===== src/rtl/pc_fetch_ctrl.sv =====
// Fetch sequencer: owns the PC and runs the instruction-memory
// request/ack handshake, presenting one valid slot per fetch.
module pc_fetch_ctrl #(
   parameter int              PC_W       = 6,
   parameter logic [PC_W-1:0] START_ADDR = '0
) (
   input  logic            clk_i,
   input  logic            rst_ni,
   input  logic            start_i,
   input  logic            stall_i,
   input  logic            halt_i,
   input  logic            redirect_i,
   input  logic [PC_W-1:0] redirect_addr_i,
   output logic            imem_req_o,
   output logic [PC_W-1:0] imem_addr_o,
   input  logic            imem_ack_i,
   output logic [PC_W-1:0] pco_o,
   output logic            instr_valid_o,
   output logic            wrap_o,
   output logic            busy_o
);

   typedef enum logic [1:0] {
      S_IDLE,
      S_FETCH,
      S_ISSUE,
      S_HALTED
   } state_t;

   localparam logic [PC_W-1:0] PC_ONE = {{(PC_W-1){1'b0}}, 1'b1};

   state_t          state_q, state_d;
   logic [PC_W-1:0] pc_q, pc_d;
   logic            pend_q, pend_d;
   logic [PC_W-1:0] pend_addr_q, pend_addr_d;

   always_ff @(posedge clk_i or negedge rst_ni) begin
      if (!rst_ni) begin
         state_q     <= S_IDLE;
         pc_q        <= START_ADDR;
         pend_q      <= 1'b0;
         pend_addr_q <= '0;
      end else begin
         state_q     <= state_d;
         pc_q        <= pc_d;
         pend_q      <= pend_d;
         pend_addr_q <= pend_addr_d;
      end
   end

   always_comb begin
      state_d     = state_q;
      pc_d        = pc_q;
      pend_d      = pend_q;
      pend_addr_d = pend_addr_q;
      wrap_o      = 1'b0;
      unique case (state_q)
         S_IDLE: begin
            if (start_i) state_d = S_FETCH;
         end
         S_FETCH: begin
            if (imem_ack_i) begin
               pend_d = 1'b0;
               // a same-cycle redirect is newer than any pending one
               if (redirect_i) pc_d = redirect_addr_i;
               else if (pend_q) pc_d = pend_addr_q;
               else state_d = S_ISSUE;
            end else if (redirect_i) begin
               pend_d      = 1'b1;
               pend_addr_d = redirect_addr_i;
            end
         end
         S_ISSUE: begin
            if (halt_i) begin
               state_d = S_HALTED;
            end else if (stall_i) begin
               state_d = S_ISSUE;
            end else if (redirect_i) begin
               pc_d    = redirect_addr_i;
               state_d = S_FETCH;
            end else begin
               pc_d    = pc_q + PC_ONE;
               state_d = S_FETCH;
               wrap_o  = &pc_q;
            end
         end
         S_HALTED: begin
            if (start_i) state_d = S_FETCH;
         end
         default: state_d = S_IDLE;
      endcase
   end

   assign imem_req_o    = (state_q == S_FETCH);
   assign imem_addr_o   = pc_q;
   assign pco_o         = pc_q;
   assign instr_valid_o = (state_q == S_ISSUE);
   assign busy_o        = (state_q == S_FETCH) || (state_q == S_ISSUE);

endmodule

===== config.mk =====
export PLATFORM = sky130hd
export DESIGN_NAME = pc_fetch_ctrl
export DESIGN_NICKNAME = d
export VERILOG_FILES = /design/src/rtl/pc_fetch_ctrl.sv
export SDC_FILE = /design/constraint.sdc
export NUM_CORES = 1
export LEC_CHECK = 0
export CORE_UTILIZATION = 48
export CTS_BUF_LIST = sky130_fd_sc_hd__clkbuf_4
export DETAILED_ROUTE_END_ITERATION = 7
export GPL_TIMING_DRIVEN = 0
export HOLD_SLACK_MARGIN = 0.06
export PLACE_DENSITY = 0.82
export SLEW_MARGIN = 20
export SYNTH_ARGS = -nofsm -noshare
export SYNTH_HDL_FRONTEND = slang
export SYNTH_SLANG_ARGS = --single-unit
export TNS_END_PERCENT = 20

===== constraint.sdc =====
create_clock -name clk_i -period 2 [get_ports clk_i]
set_clock_uncertainty 0.05 [all_clocks]
set_input_delay 0.3 -clock clk_i [delete_from_list [all_inputs] [get_ports clk_i]]
set_output_delay 0.3 -clock clk_i [all_outputs]
set_load 0.005 [all_outputs]

==> metrics.log, run 1 <==
INFO  metric max_freq = 514 MHz
INFO  metric first_global_vias = 713
INFO  metric placement_rows = 15
INFO  metric route.final.wire_length = about 2000 µm
INFO  metric netlist.top_cell.by_area = dfrtp_1
INFO  metric cap_violations = 0
INFO  metric starting_density = between 50% and 60%
INFO  metric combinationalPowerShare = ~64%
INFO  metric holdBufCountCts = 0
INFO  metric grt.overflow.total = 0
INFO  metric finalHoldWorstSlack = approximately 0.34 ns
INFO  metric wl_per_cell = ~13 µm
INFO  metric cts_buffers = 3
INFO  metric cell_internal_pwr = about 0.0014 W
INFO  metric layout_min_cycle_time = 1.95 ns
INFO  metric top_cells_by_area_synth = dfrtp_1 (40%), mux2_2 (9.5%), ha_1 (5.3%), buf_4 (4.8%), a21oi_1 (3.7%)
INFO  metric dp_worst_setup_slack = -0.409 ns
INFO  metric drv_slew = 0
INFO  metric synthAdderAreaFrac = 5.29%
INFO  metric vdd_ir_drop_max = about 970 µV
INFO  metric io-pin-count = 29
INFO  metric critPathArrivalTime = between 1.5 and 2 ns
INFO  metric critical_path.endpoint_type = primary output
INFO  metric synth_top_family_by_area = compound AO/OA/AOI/OAI gates
INFO  metric route.detailed.vias_per_inst = roughly 5
INFO  metric clock_tree_from_tritoncts = done
INFO  metric status = completed
INFO  metric hp-class = in -> reg
INFO  metric synthesis.nets = 114
INFO  metric multi_input_area = about 510 µm²
INFO  metric clkPwrFrac = just over 8%
INFO  metric place_area = 1250 µm²
INFO  metric grt.total_usage = about 22%
INFO  metric worst-setup-path-type = reg -> out
INFO  metric powerDensity = around 1700 nW/µm²
INFO  metric die_height = 46.4 µm
INFO  metric tritoncts_num_sinks = 15
INFO  metric yosys.area_share.xor_xnor = around 1.9%
INFO  metric p_switching = roughly 0.00083 W
INFO  metric yosys-mux-area-fraction = between 10% and 20%
INFO  metric final.fill_count = around 120
INFO  metric ys_seq_elements = 15
INFO  metric die-width = approximately 46 µm
INFO  metric place_hpwl = roughly 1500 µm
INFO  metric postLayoutCoreUtil = around three quarters
INFO  metric setup_slack = between 0.05 and 0.06 ns
INFO  metric period_share = between 90% and 100%
INFO  metric worstSetupStartpointType = flop
INFO  metric cellLeakagePower = ~0.58 nW
INFO  metric initial_drt_markers = 8
INFO  metric route.antenna.remaining_nets = 0
INFO  metric synthesized_area_fraction_occupied_by_and_or_nand_nor_cells = 11.9%
INFO  metric postLayoutCellArea = between 1000 and 1500 µm²
INFO  metric netlist_instances = 97
INFO  metric cp_data_required_time = 1.65 ns
INFO  metric rsz0062_at_grt = true
INFO  metric setup_viol = 0
INFO  metric first_pass_grt_wire_length = 3270 µm
INFO  metric ff_latch_area = between 300 and 400 µm²
INFO  metric switch_share = 36.5%
INFO  metric synth.yosys.warnings = 0
INFO  metric post_synthesis_area_per_instance = between 9 and 10 µm²
INFO  metric transition_time_at_the_pin_with_the_least_slew_margin = ~0.67 ns
INFO  metric diodes_inserted = 0
INFO  metric yosys.cell_types.count = 32
INFO  metric cts_htree_levels = 1
INFO  metric num_vias = 812
INFO  metric setup_tns = 0 ns
INFO  metric net_count_of_the_finished_layout = between 150 and 200
INFO  metric synthDominantCellAreaShare = about two fifths
INFO  metric area_growth = 43.3%
INFO  metric pin_count_of_the_biggest_net_entering_global_routing = 16
INFO  metric share_of_the_synthesized_area_in_compound_gates_ao_oa_aoi_oai = between 10% and 20%
INFO  metric syn-cell-area = approximately 950 µm²
INFO  metric drive_gt1_share = a little over a quarter
INFO  metric clk_transition_reported_paths = roughly 0.090 ns
INFO  metric worstPathMaxFanout = 6
INFO  metric drt_first_pass_iters = 6
INFO  metric slew_headroom = a little under three fifths
INFO  metric gpl.final_weighted_congestion = 0.831
INFO  metric antenna_violations_before_repair = 0
INFO  metric final-hold-violation-count = 0
INFO  metric cts_buffer_depth = 2
INFO  metric cts_root_buf = clkbuf_4
INFO  metric drc = 0
INFO  metric core_area = ~1800 µm²
INFO  metric clock_insertion_delay_worst_skew = around 0.28 ns
INFO  metric synth.yosys.seq_area_share = 39.7%
INFO  metric port_buffers = 27
INFO  metric seq_power_share = roughly 28%
INFO  metric floorplan.die_area = between 2000 and 2500 µm²
==> cells in the final DEF, fill, tap and decap left out, types with 2 or more instances in the layout <==
cell,n
nor2_1,9
ha_4,2
mux2i_1,2
buf_6,2
clkbuf_4,4
a21oi_1,7
inv_1,5
mux2_2,8
mux2_4,2
nand3_1,4
dfrtp_1,15
nand2_1,8
ha_1,2
o21ai_0,6
clkdlybuf4s50_1,26
buf_4,12
==> routing by layer <==
metal | vias to the layer above | GRT usage (%) | routed length [µm]
met4 | 0 | 7.65 | 12
met1 | 376 | 30.5 | 978
li1 | 408 | - | -
met2 | 26 | 32.8 | 975
met5 | - | 0 | 0
met3 | 2 | 6.27 | 90
==> kinds of logic after synthesis <==
| kind of cell | Yosys count |
|---|---|
| fa+ha+maj | 4 |
| compound gates | 24 |
| buf+inv | 15 |
| flops | 15 |
| mux | 12 |
| xor+xnor | 2 |
| simple gates | 25 |
==> stage by stage <==
stage	cells	power [W]
finish	159	0.00227
global route	159	0.00245
CTS	156	0.00219
detailed placement	149	0.00190
global placement	149	0.00186
floorplan	97	0.00140
==> worst max-delay path, stage by stage, from the launching register on <==
cell and delay (ns):
dfrtp_1 0.41, inv_2 0.08, ha_4 0.14, buf_6 0.11
nand4b_1 0.15, nor4_2 0.26, buf_2 0.16
==> synth_stat cells <==
cell type and n:
nand3b_1 1, o21ai_1 1, a22o_1 1, nor4_1 1
buf_4 6, a21oi_1 7, xor2_1 1, a211oi_4 1
clkbuf_1 1, nand4b_1 1, nor2_1 9, nor2b_1 1
buf_2 1, inv_1 6, mux2_4 2, a32oi_1 1
o21ai_0 6, ha_1 4, mux2_2 8, buf_6 1
o21a_1 1, o21bai_1 1, nand2_1 8, nand3_1 4
a211oi_1 1, o21ai_2 1, dfrtp_1 15, a2bb2oi_1 1
a211o_1 1, mux2i_1 2, a31oi_1 1, xnor2_1 1
==> repair_timing <==
item,in CTS,in global routing
endpoints found under the setup margin,2,3
setup buffers,3,3
resized for setup,9,3
pin swaps,1,1
==> final cells by class <==
| type | count | area share [%] |
|---|---|---|
| multi-input cells | 67 | 38.0 |
| flip-flops and latches | 15 | 27.7 |
| repair buffers | 33 | 22.9 |
| plain buffers | 9 | 5.26 |
| well taps | 25 | 2.31 |
| clock buffers | 4 | 2.22 |
| inverters | 6 | 1.66 |
==> state kept, by name (all words and copies together), names as in the netlist <==
signal and cells:
imem_addr_o 6, state_q 2, pend_addr_q 6, pend_q 1
==> final timing paths <==
path,slack (ns),cells past startpoint,end,start
min in group asynchronous,0.37,1,pend_q,rst_ni
min reg2reg,0.47,1,pend_addr_q[5],pend_addr_q[5]
max reg2reg,0.11,5,imem_addr_o[1],state_q[1]
min,0.34,4,imem_addr_o[5],redirect_i
max in group asynchronous,1.11,1,imem_addr_o[5],rst_ni
max,0.05,6,wrap_o,state_q[0]
==> power groups by stage <==
| stage | logic [W] | registers [W] | clock network, W |
|---|---|---|---|
| finish | 0.00145 | 0.000639 | 0.000187 |
| global route | 0.00158 | 0.000664 | 0.000202 |
| CTS | 0.00137 | 0.000633 | 0.000191 |
| detailed placement | 0.00127 | 0.000639 | 0 |
| global placement | 0.00123 | 0.000626 | 0 |
| floorplan | 0.000797 | 0.000606 | 0 |
No activity file was read; power rests on OpenSTA's default activity.
==> inputs of run 2 (changes only) <==
Settings changed: CORE_UTILIZATION 48 to 30, PLACE_DENSITY 0.82 to unset.
==> run 2 against run 1 <==
Compared with the run above:
- wire length rose by 8.3%
- worst hold slack got worse by 0.0013 ns
- cell area rose by 0.92%
- sequential power about the same
- critical path depth is 3 lower
- via count is 5.2% higher
- utilization fell by 31 points
- sequential share of layout area shrank 0.25 points
- clock power barely moved
- total power is 2.0% lower
- largest power group unchanged
==> metrics.log, run 2 (synthesis gave the netlist of run 1 again) <==
INFO  metric endpoint_of_the_worst_register_to_register_path = imem_addr_o[1]
INFO  metric p_switching = 0.000828 W (-0.35%)
INFO  metric pin_count_of_the_biggest_net_entering_global_routing = 16 (unchanged)
INFO  metric hp-class = in -> reg
INFO  metric antenna_violations_before_repair = 0 (unchanged)
INFO  metric seq_power_share = 28.7% (+0.6 points)
INFO  metric setup.reg_to_reg.worst_slack = 0.25 ns (+0.14 ns)
INFO  metric status = completed
INFO  metric cell_internal_pwr = 0.00140 W (-2.9%)
INFO  metric timing.critical_path.slowest_cell_delay = 0.51 ns (+0.10 ns)
INFO  metric slew_headroom = 54.7% (-0.66 points)
INFO  metric place_area = 1270 µm² (+1.9%)
INFO  metric route.antenna.remaining_nets = 0 (unchanged)
INFO  metric grt.total_usage = 14.7% (-7.4 points)
INFO  metric tritoncts_num_sinks = 15 (unchanged)
INFO  metric clock_tree_from_tritoncts = done
INFO  metric drc = 0 (unchanged)
INFO  metric max_freq = 527 MHz (+2.4%)
INFO  metric cts_buffer_depth = 2 (unchanged)
INFO  metric cts_root_buf = clkbuf_4
INFO  metric floorplan.die_area = 3380 µm² (+57%)
INFO  metric core_area = 3030 µm² (+70%)
INFO  metric setup_tns = 0 ns (unchanged)
INFO  metric powerDensity = 1630 nW/µm² (-2.9%)
INFO  metric drt_first_pass_iters = 4 (-2)
INFO  metric cpMaxStageDelayCell = clkdlybuf4s50_1
INFO  metric net_count_of_the_finished_layout = 151 (-0.66%)
INFO  metric io-pin-count = 29 (unchanged)
INFO  metric area_growth = 44.6%
INFO  metric cellLeakagePower = 0.582 nW (+0.41%)
INFO  metric placement_rows = 20 (+5)
INFO  metric clk_transition_reported_paths = 0.10 ns (about the same)
INFO  metric hp-start = redirect_i
INFO  metric critical_path.endpoint_type = primary output
INFO  metric period_share = 95.0% (-2.3 points)
INFO  metric first_global_vias = 798 (+12%)
INFO  metric critPathArrivalTime = 1.55 ns (-0.05 ns)
INFO  metric transition_time_at_the_pin_with_the_least_slew_margin = 0.677 ns (+0.00987 ns)
INFO  metric cts_htree_levels = 1 (unchanged)
INFO  metric final-hold-violation-count = 0 (unchanged)
INFO  metric diodes_inserted = 0 (unchanged)
INFO  metric setup_slack = 0.101 ns (+0.0459 ns)
INFO  metric place_hpwl = 1640 µm (+10%)
INFO  metric layout_commonest_cell = clkdlybuf4s50_1
INFO  metric crit-reg2reg-launch = state_q[1]
INFO  metric min_path_cells = 4 (unchanged)
INFO  metric route.final.wire_length = 2230 µm (+8.3%)
INFO  metric path_cells = inv_1, ha_4, clkdlybuf4s50_1
INFO  metric worstPathMaxFanout = 6 (unchanged)
INFO  metric postLayoutCellArea = 1370 µm² (+0.92%)
INFO  metric drive_gt1_share = 25.6% (-0.56 points)
INFO  metric cap_violations = 0 (unchanged)
INFO  metric hold_end = imem_addr_o[0]
INFO  metric port_buffers = 27 (unchanged)
INFO  metric die_height = 58.2 µm (+25%)
INFO  metric cp_data_required_time = 1.65 ns (about the same)
INFO  metric die-width = 58.2 µm (+25%)
INFO  metric holdBufCountCts = 0 (unchanged)
INFO  metric setup_viol = 0 (unchanged)
INFO  metric clock_insertion_delay_worst_skew = 0.29 ns (about the same)
INFO  metric combinationalPowerShare = 62.9% (-0.8 points)
INFO  metric first_pass_grt_wire_length = 3690 µm (+13%)
INFO  metric wl_per_cell = 12.6 µm (-2.7%)
INFO  metric worst-setup-path-type = reg -> out
INFO  metric cts_buffers = 3 (unchanged)
INFO  metric dp_worst_setup_slack = -0.362 ns (+0.0467 ns)
INFO  metric rsz0062_at_grt = false
INFO  metric grt.overflow.total = 0 (unchanged)
INFO  metric route.detailed.vias_per_inst = 4.82 (-5.5%)
INFO  metric layout_common_cells = clkdlybuf4s50_1 (25), dfrtp_1 (15), buf_4 (12)
INFO  metric layout_min_cycle_time = 1.90 ns (-0.0459 ns)
INFO  metric vdd_ir_drop_max = 472 µV (-51%)
INFO  metric num_vias = 854 (+5.2%)
INFO  metric drv_slew = 0 (unchanged)
INFO  metric worst-r2r-cell-count = 4 (-1)
INFO  metric initial_drt_markers = 22 (+14)
INFO  metric gpl.final_weighted_congestion = 0.793 (-4.6%)
INFO  metric starting_density = 31.2% (-22 points)
INFO  metric clkPwrFrac = 8.3% (about the same)
INFO  metric switch_share = 37.1% (+0.60 points)
INFO  metric worstSetupStartpointType = flop
## run 2: cell type report
class | instances | area (µm²)
plain buffers | 8 | 60.1
inverters | 6 | 22.5
repair buffers | 33 | 313
flip-flops and latches | 15 | 375
clock inverters | 1 | 5.00
fillers | 299 | 1660
multi-input cells | 67 | 514
well taps | 44 | 55.1
clock buffers | 3 | 22.5
## run 2: per-stage QoR
step,power [W],instances,hold WS [ns],utilization (%)
after floorplan,0.00140,97,-0.0456,-
after global placement,0.00187,168,0.440,42.0
after detailed placement,0.00192,168,0.447,42.0
after CTS,0.00219,174,0.323,44.3
after global routing,0.00242,177,0.360,45.2
final,0.00223,177,0.342,45.2
## run 2: power by group through the flow
stage / clock (W) / combinational (W) / sequential [W]
after global placement: 0 / 0.00124 / 0.000632
after CTS: 0.000187 / 0.00136 / 0.000641
after global routing: 0.000208 / 0.00154 / 0.000666
final: 0.000186 / 0.00140 / 0.000640
after floorplan: 0 / 0.000797 / 0.000606
after detailed placement: 0 / 0.00128 / 0.000646
## run 2: worst max path at each step
stage,startpoint,depth (start not counted),endpoint,slack [ns]
2_1_floorplan,state_q[0],5,imem_addr_o[0],0.30
3_3_place_gp,state_q[0],6,wrap_o,-0.37
3_5_place_dp,state_q[0],6,wrap_o,-0.36
4_1_cts,state_q[0],6,wrap_o,0.001
5_1_grt,state_q[1],3,imem_req_o,0.04
6_report,state_q[1],3,imem_req_o,0.10
## run 2: worst max-delay path, delay by kind of cell (launching register included)
kind | cells | cell delay [ns]
fa+ha+maj | 1 | 0.18
flops | 1 | 0.43
buf+inv | 2 | 0.64
## run 2: routing by layer
| layer | up-vias | wire length (µm) | part of all wire, % | track usage (%) |
|---|---|---|---|---|
| li1 | 402 | - | - | - |
| met3 | 6 | 89 | 4.0 | 2.46 |
| met2 | 30 | 1190 | 53 | 26.8 |
| met1 | 416 | 904 | 41 | 16.3 |
| met5 | - | 0 | 0 | 0 |
| met4 | 0 | 44 | 2.0 | 7.82 |
## run 2: timing repair
action | in CTS | in global routing
gates resized for setup | 10 | 3
endpoints found under the setup margin | 2 | 3
pin swaps | 1 | 1
buffers inserted | 2 | 4
==> inputs of run 3 (changes only) <==
Settings changed: CORE_ASPECT_RATIO set to 2, SETUP_SLACK_MARGIN set to 0.5.
Clock period 2 ns to 2.2 ns, I/O delays scaled along.
==> run 3 against run 2 <==
Compared with the run above:
- cell area is 0.27% lower
- global-route usage is 0.88 points lower
- first-iteration DRC count is 55% lower
- critical endpoint is now wrap_o
==> metrics.log, run 3 (synthesis gave the netlist of run 1 again) <==
INFO  metric hp-class = in -> reg
INFO  metric powerDensity = 1540 nW/µm² (-5.6%)
INFO  metric holdBufCountCts = 0 (unchanged)
INFO  metric core_area = 2980 µm² (-1.7%)
INFO  metric first_pass_grt_wire_length = 3640 µm (-1.3%)
INFO  metric cts_buffer_depth = 2 (unchanged)
INFO  metric drc = 0 (unchanged)
INFO  metric layout_commonest_cell = clkdlybuf4s50_1
INFO  metric num_vias = 839 (-1.8%)
INFO  metric clock_tree_from_tritoncts = done
INFO  metric net_count_of_the_finished_layout = 152 (+0.66%)
INFO  metric period_share = around 86%
INFO  metric pin_count_of_the_biggest_net_entering_global_routing = 16 (unchanged)
INFO  metric cellLeakagePower = 0.585 nW (+0.44%)
INFO  metric final-hold-violation-count = 0 (unchanged)
INFO  metric critPathArrivalTime = 1.52 ns (-0.03 ns)
INFO  metric grt.overflow.total = 0 (unchanged)
INFO  metric ff_latch_area = 378 µm² (+0.67%)
INFO  metric seq_power_share = 28.0% (-0.7 points)
INFO  metric initial_drt_markers = 10 (-55%)
INFO  metric drive_gt1_share = 28.4% (+2.8 points)
INFO  metric critical_path.endpoint_type = primary output
INFO  metric multi_input_area = 514 µm² (unchanged)
INFO  metric route.antenna.remaining_nets = 0 (unchanged)
INFO  metric place_hpwl = 1630 µm (-0.65%)
INFO  metric wl_per_cell = 13.7 µm (+8.9%)
INFO  metric placement_rows = 28 (+40%)
INFO  metric antenna_violations_before_repair = 0 (unchanged)
INFO  metric route.final.wire_length = 2250 µm (+0.94%)
INFO  metric cts_htree_levels = 1 (unchanged)
INFO  metric p_switching = 0.000768 W (-7.2%)
INFO  metric final.fill_count = 293 (-2.0%)
INFO  metric vdd_ir_drop_max = 808 µV (+71%)
INFO  metric setup_viol = 0 (unchanged)
INFO  metric placed_cells = 154 (-8.3%)
INFO  metric die_height = 81.4 µm (+40%)
INFO  metric rsz0062_at_grt = true
INFO  metric setup_slack = 0.304 ns (+0.204 ns)
INFO  metric combinationalPowerShare = 63.5% (+0.6 points)
INFO  metric status = completed
INFO  metric io-pin-count = 29 (unchanged)
INFO  metric gpl.final_weighted_congestion = 0.751 (-5.3%)
INFO  metric dp_worst_setup_slack = -0.147 ns (+0.216 ns)
INFO  metric cts_root_buf = clkbuf_4
INFO  metric route.detailed.vias_per_inst = 5.12 (+6.0%)
INFO  metric switch_share = 36.6% (-0.56 points)
INFO  metric layout_common_cells = clkdlybuf4s50_1 (23), dfrtp_1 (13), buf_4 (11)
INFO  metric clkPwrFrac = 8.5% (+0.2 points)
INFO  metric cell_internal_pwr = 0.00133 W (-5.0%)
INFO  metric worstPathMaxFanout = 10 (+4)
INFO  metric worst-setup-path-type = reg -> out
INFO  metric worst-r2r-cell-count = 8 (+4)
INFO  metric total_power = 0.00210 W (-5.8%)
INFO  metric cts_buffers = 3 (unchanged)
INFO  metric drt_first_pass_iters = 4 (unchanged)
INFO  metric max_freq = between 500 and 600 MHz
INFO  metric clock_insertion_delay_worst_skew = 0.29 ns (about the same)
INFO  metric finalNonFillerCells = 164 (-7.3%)
INFO  metric cp_data_required_time = 1.82 ns (+0.17 ns)
INFO  metric slew_headroom = 51.8% (-2.9 points)
INFO  metric clk_transition_reported_paths = 0.10 ns (about the same)
INFO  metric port_buffers = 27 (unchanged)
INFO  metric transition_time_at_the_pin_with_the_least_slew_margin = 0.721 ns (+0.0439 ns)
INFO  metric tritoncts_num_sinks = 15 (unchanged)
INFO  metric starting_density = 31.8% (+0.53 points)
INFO  metric diodes_inserted = 0 (unchanged)
INFO  metric drv_slew = 0 (unchanged)
INFO  metric worstSetupStartpointType = flop
INFO  metric cap_violations = 0 (unchanged)
INFO  metric floorplan.die_area = 3400 µm² (+0.41%)
INFO  metric area_growth = 44.2%
INFO  metric die-width = 41.7 µm (-28%)
INFO  metric layout_min_cycle_time = 1.90 ns
INFO  metric min_path_cells = 4 (unchanged)
INFO  metric finalHoldWorstSlack = 0.371 ns (+0.0288 ns)
INFO  metric grt.total_usage = 13.8% (-0.88 points)
INFO  metric setup_tns = 0 ns (unchanged)
INFO  metric first_global_vias = 822 (+3.0%)
## run 3: path summary, 6_finish.rpt
kind | startpoint | to | slack, ns
worst min-delay path | redirect_i | imem_addr_o[0] | 0.37
worst max-delay path | state_q[1] | wrap_o | 0.30
worst max register to register | state_q[1] | imem_addr_o[3] | 0.49
worst min register to register | pend_addr_q[3] | pend_addr_q[3] | 0.46
min in group asynchronous | rst_ni | imem_addr_o[5] | 0.41
max in group asynchronous | rst_ni | imem_addr_o[1] | 1.20
## run 3: layer usage
metal | vias to the layer above | routed length (µm) | GRT usage, %
li1 | 408 | - | -
met1 | 397 | 866 | 14.5
met2 | 29 | 1250 | 27.0
met3 | 5 | 96 | 1.54
met4 | 0 | 38 | 5.81
met5 | - | 0 | 0
## run 3: power by group through the flow
stage / logic (W) / registers (W) / clock network (W)
floorplan: 0.000726 / 0.000551 / 0
finish: 0.00133 / 0.000587 / 0.000179
global route: 0.00146 / 0.000611 / 0.000191
detailed placement: 0.00115 / 0.000589 / 0
global placement: 0.00113 / 0.000580 / 0
CTS: 0.00123 / 0.000589 / 0.000180
## run 3: worst max-delay path, stage by stage (launching register included)
cell and delay, ns:
dfrtp_1 0.44, ha_4 0.17, buf_6 0.12, nand4b_1 0.15, nor4_2 0.19, buf_2 0.16
## run 3: area by class of cell
class	instances	share of cell area, %
plain buffers	9	5.23
clock buffers	4	2.20
inverters	6	1.65
multi-input cells	67	37.7
flip-flops and latches	15	27.7
well taps	30	2.75
repair buffers	33	22.8
## run 3: what timing repair did
action | in CTS | in global routing
setup buffers | 3 | 3
endpoints found under the setup margin | 20 | 18
pin swaps | 1 | 2
gates resized for setup | 17 | 1
## run 3: per-stage QoR
step / util, % / instance area, µm²
2_1_floorplan: - / 952
3_3_place_gp: 42.3 / 1260
3_5_place_dp: 42.3 / 1260
4_1_cts: 44.9 / 1340
5_1_grt: 45.8 / 1360
6_report: 45.8 / 1360
